--- src/rtl/tuner_config_sequencer_pkg.sv ---
`default_nettype none
// ============================================================================
// Package     : tuner_cfg_pkg
// Description : Shared types and constants for the FM tuner configuration
//               sequencer: FSM states, the 16-bit register word type, the
//               power-up init ROM and the helpers that format tune and
//               volume words.
// Revision    : 1.0 - initial release
// ============================================================================
package tuner_cfg_pkg;

  typedef enum logic [1:0] {
    S_IDLE  = 2'd0,
    S_ISSUE = 2'd1,
    S_WAIT  = 2'd2,
    S_GAP   = 2'd3
  } state_t;

  typedef logic [15:0] word_t;

  localparam int INIT_DEPTH = 16;

  // Power-up register image; only the first N_INIT entries are replayed.
  localparam word_t INIT_TABLE [INIT_DEPTH] = '{
    16'h0002, 16'hC001, 16'h0000, 16'h888F,
    16'h0000, 16'h0000, 16'h0000, 16'h0000,
    16'h0000, 16'h0000, 16'h0000, 16'h0000,
    16'h0000, 16'h0000, 16'h0000, 16'h0000
  };

  // Bit that enables tuning in the tune word; the channel sits above it.
  localparam int          TUNE_EN    = 5;
  localparam logic [11:0] VOL_PREFIX = 12'h888;

  function automatic word_t tune_word(input logic [9:0] ch);
    word_t w;
    w          = '0;
    w[15:6]    = ch;
    w[TUNE_EN] = 1'b1;
    return w;
  endfunction

  function automatic word_t vol_word(input logic [3:0] v);
    return {VOL_PREFIX, v};
  endfunction

endpackage
`default_nettype wire

--- src/rtl/tuner_config_sequencer_if.sv ---
`default_nettype none
// ============================================================================
// Interface   : tuner_config_sequencer_if
// Description : Request/ack bundle between the sequencer and the write-only
//               I2C controller. The sequencer is the master.
// Revision    : 1.0 - initial release
// ============================================================================
interface tuner_config_sequencer_if;

  logic [6:0]           i2c_addr;
  tuner_cfg_pkg::word_t i2c_wdata;
  logic                 i2c_req;
  logic                 i2c_ack;

  modport master (
    output i2c_addr,
    output i2c_wdata,
    output i2c_req,
    input  i2c_ack
  );

  modport slave (
    input  i2c_addr,
    input  i2c_wdata,
    input  i2c_req,
    output i2c_ack
  );

endinterface
`default_nettype wire

--- src/rtl/tuner_config_sequencer.sv ---
`default_nettype none
// ============================================================================
// Module      : tuner_config_sequencer
// Description : Replays the tuner init table after reset, then issues tune
//               and volume register writes on demand. Requests coalesce
//               (latest value wins) and are served init > tune > volume.
//               Each write waits for the controller ack (or a timeout) and
//               then holds off for a fixed idle gap.
// Revision    : 1.0 - initial release
// ============================================================================
module tuner_config_sequencer
  import tuner_cfg_pkg::*;
#(
  parameter logic [6:0] DEV_ADDR = 7'h11,
  parameter int         N_INIT   = 4,
  parameter int         TIMEOUT  = 4096,
  parameter int         GAP      = 64
) (
  input  logic                             clk,
  input  logic                             reset,
  input  logic [9:0]                       chan,
  input  logic                             chan_valid,
  input  logic [3:0]                       vol,
  input  logic                             vol_valid,
  tuner_config_sequencer_if.master         bus,
  output logic                             busy,
  output logic                             init_done,
  output logic                             err
);

  localparam int                TMR_W    = $clog2(TIMEOUT);
  localparam int                GAP_W    = $clog2(GAP) + 1;
  localparam logic [TMR_W-1:0]  TMR_LOAD = TMR_W'(TIMEOUT - 1);
  localparam logic [GAP_W-1:0]  GAP_LOAD = GAP_W'(GAP - 1);
  localparam logic [3:0]        IDX_LAST = 4'(N_INIT - 1);

  state_t           state_q,     state_d;
  logic [3:0]       idx_q,       idx_d;
  logic             pend_tune_q, pend_tune_d;
  logic             pend_vol_q,  pend_vol_d;
  logic [9:0]       chan_q,      chan_d;
  logic [3:0]       vol_q,       vol_d;
  word_t            wdata_q,     wdata_d;
  logic             req_q,       req_d;
  logic             busy_q,      busy_d;
  logic             init_done_q, init_done_d;
  logic             err_q,       err_d;
  logic [TMR_W-1:0] tmr_q,       tmr_d;
  logic [GAP_W-1:0] gap_q,       gap_d;

  logic             launch;
  logic             clr_tune;
  logic             clr_vol;
  word_t            sel_word;

  assign bus.i2c_addr  = DEV_ADDR;
  assign bus.i2c_wdata = wdata_q;
  assign bus.i2c_req   = req_q;
  assign busy          = busy_q;
  assign init_done     = init_done_q;
  assign err           = err_q;

  // Next-state logic: word selection, launch, ack/timeout wait and gap timing,
  // plus request capture which runs regardless of the FSM state.
  always_comb begin
    state_d     = state_q;
    idx_d       = idx_q;
    pend_tune_d = pend_tune_q;
    pend_vol_d  = pend_vol_q;
    chan_d      = chan_q;
    vol_d       = vol_q;
    wdata_d     = wdata_q;
    req_d       = 1'b0;
    busy_d      = busy_q;
    init_done_d = init_done_q;
    err_d       = err_q;
    tmr_d       = tmr_q;
    gap_d       = gap_q;
    launch      = 1'b0;
    clr_tune    = 1'b0;
    clr_vol     = 1'b0;
    sel_word    = '0;

    case (state_q)
      S_IDLE: begin
        if (!init_done_q) begin
          sel_word = INIT_TABLE[idx_q];
          launch   = 1'b1;
        end else if (pend_tune_q) begin
          sel_word = tune_word(chan_q);
          launch   = 1'b1;
          clr_tune = 1'b1;
        end else if (pend_vol_q) begin
          sel_word = vol_word(vol_q);
          launch   = 1'b1;
          clr_vol  = 1'b1;
        end
        if (launch) begin
          state_d = S_ISSUE;
          wdata_d = sel_word;
          req_d   = 1'b1;
          busy_d  = 1'b1;
        end
      end
      S_ISSUE: begin
        state_d = S_WAIT;
        tmr_d   = TMR_LOAD;
      end
      S_WAIT: begin
        if (bus.i2c_ack) begin
          state_d = S_GAP;
          gap_d   = GAP_LOAD;
        end else if (tmr_q == '0) begin
          // No retry: a timed-out word still counts as written.
          err_d   = 1'b1;
          state_d = S_GAP;
          gap_d   = GAP_LOAD;
        end else begin
          tmr_d = tmr_q - TMR_W'(1);
        end
      end
      S_GAP: begin
        if (gap_q == '0) begin
          state_d = S_IDLE;
          busy_d  = 1'b0;
          // While init is pending every transaction is an init word.
          if (!init_done_q) begin
            if (idx_q == IDX_LAST) begin
              init_done_d = 1'b1;
            end else begin
              idx_d = idx_q + 4'd1;
            end
          end
        end else begin
          gap_d = gap_q - GAP_W'(1);
        end
      end
      default: begin
        state_d = S_IDLE;
      end
    endcase

    // A valid arriving in the launch cycle wins over the clear, so the newer
    // value goes out in a later transaction.
    if (clr_tune) begin
      pend_tune_d = 1'b0;
    end
    if (chan_valid) begin
      pend_tune_d = 1'b1;
      chan_d      = chan;
    end
    if (clr_vol) begin
      pend_vol_d = 1'b0;
    end
    if (vol_valid) begin
      pend_vol_d = 1'b1;
      vol_d      = vol;
    end
  end

  // State and datapath registers with asynchronous reset.
  always_ff @(posedge clk or posedge reset) begin
    if (reset) begin
      state_q     <= S_IDLE;
      idx_q       <= '0;
      pend_tune_q <= 1'b0;
      pend_vol_q  <= 1'b0;
      chan_q      <= '0;
      vol_q       <= '0;
      wdata_q     <= '0;
      req_q       <= 1'b0;
      busy_q      <= 1'b0;
      init_done_q <= 1'b0;
      err_q       <= 1'b0;
      tmr_q       <= '0;
      gap_q       <= '0;
    end else begin
      state_q     <= state_d;
      idx_q       <= idx_d;
      pend_tune_q <= pend_tune_d;
      pend_vol_q  <= pend_vol_d;
      chan_q      <= chan_d;
      vol_q       <= vol_d;
      wdata_q     <= wdata_d;
      req_q       <= req_d;
      busy_q      <= busy_d;
      init_done_q <= init_done_d;
      err_q       <= err_d;
      tmr_q       <= tmr_d;
      gap_q       <= gap_d;
    end
  end

endmodule
`default_nettype wire

--- src/flat_wrapper.sv ---
// flat-port wrapper written by rule: the top's interface ports become plain ports
module tuner_config_sequencer_flat import tuner_cfg_pkg::*;
#(
  parameter logic [6:0] DEV_ADDR = 7'h11,
  parameter int         N_INIT   = 4,
  parameter int         TIMEOUT  = 4096,
  parameter int         GAP      = 64
)
  (clk, reset, chan, chan_valid, vol, vol_valid, busy, init_done, err, bus_i2c_addr, bus_i2c_wdata, bus_i2c_req, bus_i2c_ack);
  tuner_config_sequencer_if bus_i ();
  input  logic clk;
  input  logic reset;
  input  logic [9:0] chan;
  input  logic chan_valid;
  input  logic [3:0] vol;
  input  logic vol_valid;
  output logic busy;
  output logic init_done;
  output logic err;
  output wire logic [$bits(bus_i.i2c_addr)-1:0] bus_i2c_addr;
  output wire logic [$bits(bus_i.i2c_wdata)-1:0] bus_i2c_wdata;
  output wire logic [$bits(bus_i.i2c_req)-1:0] bus_i2c_req;
  input wire logic [$bits(bus_i.i2c_ack)-1:0] bus_i2c_ack;
  assign bus_i2c_addr = bus_i.i2c_addr;
  assign bus_i2c_wdata = bus_i.i2c_wdata;
  assign bus_i2c_req = bus_i.i2c_req;
  assign bus_i.i2c_ack = bus_i2c_ack;
  tuner_config_sequencer #(.DEV_ADDR(DEV_ADDR), .N_INIT(N_INIT), .TIMEOUT(TIMEOUT), .GAP(GAP)) u_core (.clk(clk), .reset(reset), .chan(chan), .chan_valid(chan_valid), .vol(vol), .vol_valid(vol_valid), .bus(bus_i), .busy(busy), .init_done(init_done), .err(err));
endmodule
--- config.mk ---
export PLATFORM = sky130hd
export DESIGN_NAME = tuner_config_sequencer_flat
export DESIGN_NICKNAME = d
export VERILOG_FILES = /design/src/rtl/tuner_config_sequencer_pkg.sv /design/src/rtl/tuner_config_sequencer_if.sv /design/src/rtl/tuner_config_sequencer.sv /design/src/flat_wrapper.sv
export SDC_FILE = /design/constraint.sdc
export NUM_CORES = 1
export LEC_CHECK = 0
export ABC_AREA = 1
export CORE_UTILIZATION = 52
export CTS_BUF_LIST = sky130_fd_sc_hd__clkbuf_8
export DETAILED_ROUTE_END_ITERATION = 8
export PLACE_DENSITY = 0.77
export SLEW_MARGIN = 20
export SYNTH_ARGS = -nofsm -noshare
export SYNTH_HDL_FRONTEND = slang
export SYNTH_SLANG_ARGS = --single-unit
export TNS_END_PERCENT = 10
--- constraint.sdc ---
create_clock -name clk -period 2.6 [get_ports clk]
set_input_delay 0.52 -clock clk [delete_from_list [all_inputs] [get_ports clk]]
set_output_delay 0.52 -clock clk [all_outputs]
set_load 0.05 [all_outputs]
==> metrics.csv, run 1 <==
metric,value,unit
async_reset_ff_frac,1.000,
wl_per_cell,12.34,µm
p_total,3.950,mW
synthFlopType,dfrtp_1,
post_cts_buffers,0,
clockRootBuffer,clkbuf_8,
yosysWarnings,0,
irDropWorstVdd,0.5570,mV
pwr-share-seq,0.354,
use_met2,0.3966,
worst_slew_pin_slew,0.5284,ns
ctsHoldBuffers,0,
rows,28,
r2r-start,u_core.state_q[0]$_DFFE_PP0P_,
clock_latency,0.34,ns
busiest_layer,met2,
fin_skew,0.008172,ns
critPathSlowestCell,clkdlybuf4s50_1,
cts_buffer_depth,2,
drt_pass1_iterations,4,
rsz0062_at_grt,false,
p_int,2.273,mW
fill_cells,503,
combPwrFrac,0.410,
ff2ff_setup_slack,0.66,ns
antenna_found_initial,0,
slew_violations,0,
postLayoutCellArea,3800,µm²
crit_chain,clkdlybuf4s50_1,
status,finished clean,
hpwl,4497,µm
cts.sinks,60,
arrival,1.63,ns
antenna_cells,0,
use_met1,0.2791,
fin_cells,523,
ios,46,
regArea,1501,µm²
power_density,1039,nW/µm²
timing.rr.end,u_core.tmr_q[10]$_DFFE_PP0P_,
cts_resized,0,
grt.total_usage,0.2340,
finalHoldViolations,0,
core_area,5921,µm²
p_leak,1.886,nW
place_congestion,0.8524,
dp_slack,0.6677,ns
placed_area,3582,µm²
synthTopCellsByArea,"dfrtp_1 47%, nand2_1 17%, inv_1 5.1%",
clk_pin_slew,0.07,ns
critPathCaptureType,output pin,
drtIter0Drc,115,
fin_nets,474,
fmax,464.8,MHz
critPathLaunchType,flop,
syn_to_final_growth,19.71,%
ys_ff_latch,60,
finalWirelength,6456,µm
critical_path_class,flop to output pin,
syn_area,3174,µm²
die_w,80.13,µm
dp.cells,507,
vias,2630,
ant_nets,0,
multiInputGateArea,1420,µm²
numCtsBuffers,9,
period_minus_slack,2.151,ns
path_max_fanout,5,
cts_tree,built,
final_core_util,0.6418,
die_h,80.13,µm
reg2reg_depth,9,
setup_slack,0.4485,ns
io_buffers,37,
grt_max_degree,41,
holdWs,0.4806,ns
gr-total-overflow,0,
crit_buf_inv,1,
cp_data_required_time,2.08,ns
avgViaCountPerCell,5.029,
drv_cap,0,
avgSynthCellArea,7.896,µm²
switchingPower,1.676,mW
synth-edff-count,0,
slew-limit-headroom,0.6466,
initial_core_util,0.5361,
tns,0,ns
hold_class,flop to flop,
grt_pass1_vias,2656,
post-route-period-util,0.8275,
netlist_instances,402,
worstSetupPathDepth,1,
hold_depth,2,
synth_top_area_cell,dfrtp_1,
grt_pass1_wl,11450,µm
setup_violations,0,
swShare,0.4244,
ys_types,30,
clkPwrFrac,0.236,
drive_above_1_share,0.09152,
hp-start,u_core.chan_q[9]$_DFFE_PP0P_,
htree_num_levels,3,
dieArea,6421,µm²
synth_top_area_frac,0.4730,
globalRouteMet3Util,0.06136,
drc,0,
hold_path_end,u_core.chan_q[9]$_DFFE_PP0P_,
seq_area_frac_synth,0.4730,
max_stage_delay,0.86,ns
critical_path.top_delay_family,buffers and inverters,
==> cell usage in the layout (no fill, tap or decap) <==
master	n
o21ai_4	1
a21oi_1	11
a21oi_4	1
o21ai_1	2
nor2_4	5
nand2_1	144
nand3_2	1
nand2_2	2
xor2_1	2
bufinv_16	2
and2_1	1
a31oi_1	1
nand4_1	5
nand3_4	1
clkinvlp_4	1
nor2_2	5
dfrtp_1	60
nor2_1	23
clkdlybuf4s50_1	37
a21boi_0	1
ha_1	12
buf_12	1
inv_2	5
clkbuf_8	10
or2_2	4
conb_1	8
nand3_1	32
clkinv_2	1
nand3b_1	2
o21ai_0	22
a21o_2	1
inv_1	44
==> final cells by class <==
cell class,count,share of cell area
sequential,60,0.3951
multi-input combinational,287,0.3737
timing repair buffer,38,0.1027
inverter,47,0.04643
clock buffer,10,0.03622
tap,75,0.02470
clock inverter,6,0.02107
==> worst max-delay path by stage <==
stage | start | to | slack [ns]
after floorplan | reset | u_core.bus.i2c_req$_DFF_PP0_ | 0.60
after global placement | u_core.state_q[0]$_DFFE_PP0P_ | u_core.tmr_q[9]$_DFFE_PP0P_ | 0.81
after detailed placement | u_core.state_q[0]$_DFFE_PP0P_ | u_core.tmr_q[11]$_DFFE_PP0P_ | 0.67
after CTS | u_core.init_done$_DFFE_PP0P_ | init_done | 0.43
after global routing | u_core.init_done$_DFFE_PP0P_ | init_done | 0.39
final | u_core.init_done$_DFFE_PP0P_ | init_done | 0.45
==> cell families (layout without fill, tap and decap cells) <==
family / Yosys count / in the layout / synth area share
buffers and inverters: 61 / 101 / 0.08671
other: 2 / 8 / 0.002366
xor gates and xnor gates: 2 / 2 / 0.005519
adders and majority gates: 12 / 12 / 0.04730
and+or+nand+nor: 225 / 225 / 0.3126
DFF: 60 / 60 / 0.4730
AOI/OAI and AO/OA: 40 / 40 / 0.07253
==> power by group through the flow <==
stage                     logic (mW)  clock network, mW  registers (mW)
after floorplan                 1.17                  0            1.50
after global placement          1.54                  0            1.41
after detailed placement        1.61                  0            1.41
after CTS                       1.62              0.949            1.40
after global routing            1.85              0.997            1.43
final                           1.62              0.931            1.40
==> Yosys cell counts, types with 2 or more instances <==
master / number
nand2_1: 144
nand4_1: 5
dfrtp_1: 60
buf_4: 8
nand3b_1: 2
inv_1: 43
buf_6: 2
ha_1: 12
nor2_2: 5
conb_1: 2
nand3_1: 32
o21ai_0: 22
nand2_2: 2
inv_2: 4
clkbuf_1: 3
xor2_1: 2
or2_2: 4
o21ai_1: 2
nor2_1: 23
a21oi_1: 11
nor2_4: 5
==> per-layer routing <==
metal	up-vias	part of all wire
met5	-	0
met1	1234	0.44
met3	13	0.048
met4	0	0.019
li1	1318	-
met2	65	0.49
==> flip-flops by register name, indices dropped and copies added, names as in the netlist <==
signal                count
u_core.bus.i2c_req        1
u_core.idx_q              4
u_core.tmr_q             12
u_core.pend_vol_q         1
u_core.chan_q            10
u_core.busy               1
u_core.bus.i2c_wdata     15
u_core.gap_q              7
u_core.init_done          1
u_core.pend_tune_q        1
u_core.state_q            2
u_core.vol_q              4
u_core.err                1
No activity file was read; power rests on OpenSTA's default activity.
==> run 2, diff against run 1 <==
==> constraint.sdc (replaced) <==
create_clock -name clk -period 2.3 [get_ports clk]
set_input_delay 0.46 -clock clk [delete_from_list [all_inputs] [get_ports clk]]
set_output_delay 0.46 -clock clk [all_outputs]
set_load 0.05 [all_outputs]
==> run 2 against run 1 <==
- cell area decreased by 1.1%
- global-route usage shrank 1.3 points
- flip-flop and latch count unchanged
- wire length fell by 3.4%
- core utilization decreased by 0.70 points
- setup slack lost 0.21 ns
- sequential share of layout area increased by 0.43 points
- register-to-register slack got worse by 0.27 ns
- total power is 6.6% higher
- hold slack got worse by 0.022 ns
- first-iteration DRC count decreased by 16%
- critical path type unchanged
==> metrics.csv, run 2 (synthesis results as in run 1) <==
metric,value,unit
p_int,2.373,mW
hpwl,4543,µm
layout_common_cells,"144 x nand2_1, 60 x dfrtp_1, 44 x inv_1, 37 x clkdlybuf4s50_1, 32 x nand3_1",
combPwrFrac,0.429,
die_h,80.13,µm
cts.sinks,60,
vias,2603,
period_minus_slack,2.061,ns
layout_commonest_cell,nand2_1,
avgViaCountPerCell,4.977,
die_w,80.13,µm
antenna_cells,0,
max_stage_delay,0.85,ns
cts_buffer_depth,2,
drv_cap,0,
numCtsBuffers,9,
crit_buf_inv,1,
swShare,0.4365,
ctsHoldBuffers,0,
power_density,1120,nW/µm²
switchingPower,1.838,mW
timing.rr.end,u_core.tmr_q[1]$_DFFE_PP0P_,
finalHoldViolations,0,
place_congestion,0.8412,
cts_resized,0,
critical_path_class,flop to output pin,
fill_cells,518,
critPathSlowestCell,clkdlybuf4s50_1,
drtIter0Drc,97,
grt_pass1_wl,10750,µm
cp_data_required_time,1.84,ns
reg2reg_depth,9,
clk_pin_slew,0.06,ns
r2r-start,u_core.state_q[0]$_DFFE_PP0P_,
critPathLaunchType,flop,
dieArea,6421,µm²
post_cts_buffers,0,
drive_above_1_share,0.09152,
p_total,4.210,mW
slew_violations,0,
rsz0062_at_grt,false,
arrival,1.60,ns
slew-limit-headroom,0.6474,
setup_violations,0,
p_leak,1.873,nW
grt_max_degree,22,
tns,0,ns
htree_num_levels,3,
grt.total_usage,0.2210,
core_area,5921,µm²
critical_path.top_delay_family,buffers and inverters,
status,finished clean,
cts_tree,built,
io_buffers,37,
finalWirelength,6235,µm
gr-total-overflow,0,
worst_slew_pin_slew,0.5273,ns
syn_to_final_growth,18.41,%
clock_latency,0.33,ns
grt_pass1_vias,2463,
fin_nets,475,
fin_skew,0.005368,ns
critPathCaptureType,output pin,
postLayoutCellArea,3759,µm²
placed_area,3590,µm²
clkPwrFrac,0.194,
irDropWorstVdd,0.5336,mV
hold_class,input port to asynchronous set/reset pin,
ant_nets,0,
drc,0,
ff2ff_setup_slack,0.39,ns
rows,28,
antenna_found_initial,0,
clockRootBuffer,clkbuf_8,
pwr-share-seq,0.377,
drt_pass1_iterations,5,
fmax,485.2,MHz
post-route-period-util,0.8961,
wl_per_cell,11.92,µm
largest_reg_flops,15,
ios,46,
initial_core_util,0.5361,
path_max_fanout,5,
crit_chain,clkdlybuf4s50_1,
[run 2: per-stage QoR]
| stage | utilization | hold WS (ns) | instances | setup WS [ns] |
|---|---|---|---|---|
| floorplan | - | 0.4422 | 408 | 0.3553 |
| global placement | 0.6063 | 0.4568 | 508 | 0.5117 |
| detailed placement | 0.6063 | 0.4572 | 508 | 0.3913 |
| CTS | 0.6348 | 0.4643 | 523 | 0.2253 |
| global route | 0.6348 | 0.4939 | 523 | 0.1642 |
| finish | 0.6348 | 0.4586 | 523 | 0.2391 |
[run 2: final cells by class]
| cell class | count | area, µm² | area share |
|---|---|---|---|
| Clock buffer | 11 | 151.4 | 0.04028 |
| Tap cell | 75 | 93.84 | 0.02497 |
| Multi-Input combinational cell | 287 | 1420 | 0.3778 |
| Inverter | 47 | 176.4 | 0.04694 |
| Timing Repair Buffer | 39 | 397.9 | 0.1059 |
| Sequential cell | 60 | 1501 | 0.3995 |
| Clock inverter | 4 | 17.52 | 0.004660 |
[run 2: worst max-delay path by stage]
stage | startpoint | cells past startpoint | slack, ns | to
5_1_grt | u_core.init_done$_DFFE_PP0P_ | 1 | 0.16 | init_done
3_5_place_dp | u_core.state_q[0]$_DFFE_PP0P_ | 9 | 0.39 | u_core.tmr_q[9]$_DFFE_PP0P_
4_1_cts | u_core.init_done$_DFFE_PP0P_ | 1 | 0.23 | init_done
2_1_floorplan | reset | 1 | 0.36 | u_core.bus.i2c_req$_DFF_PP0_
3_3_place_gp | u_core.state_q[0]$_DFFE_PP0P_ | 9 | 0.51 | u_core.tmr_q[10]$_DFFE_PP0P_
6_report | u_core.init_done$_DFFE_PP0P_ | 1 | 0.24 | init_done
[run 2: power groups by stage]
stage	Clock [mW]	Combinational [mW]	Sequential, mW
final	0.818	1.81	1.59
after global routing	0.888	2.08	1.62
after CTS	0.837	1.82	1.59
after detailed placement	0	1.81	1.60
after global placement	0	1.75	1.59
after floorplan	0	1.32	1.69
[run 2: layer usage]
metal  vias to the layer above  part of all wire  GRT usage
met3                         6             0.044    0.06023
met5                         -                 0          0
li1                       1326                 -          -
met2                        56              0.48     0.3658
met4                         0             0.012    0.08571
met1                      1215              0.47     0.2739
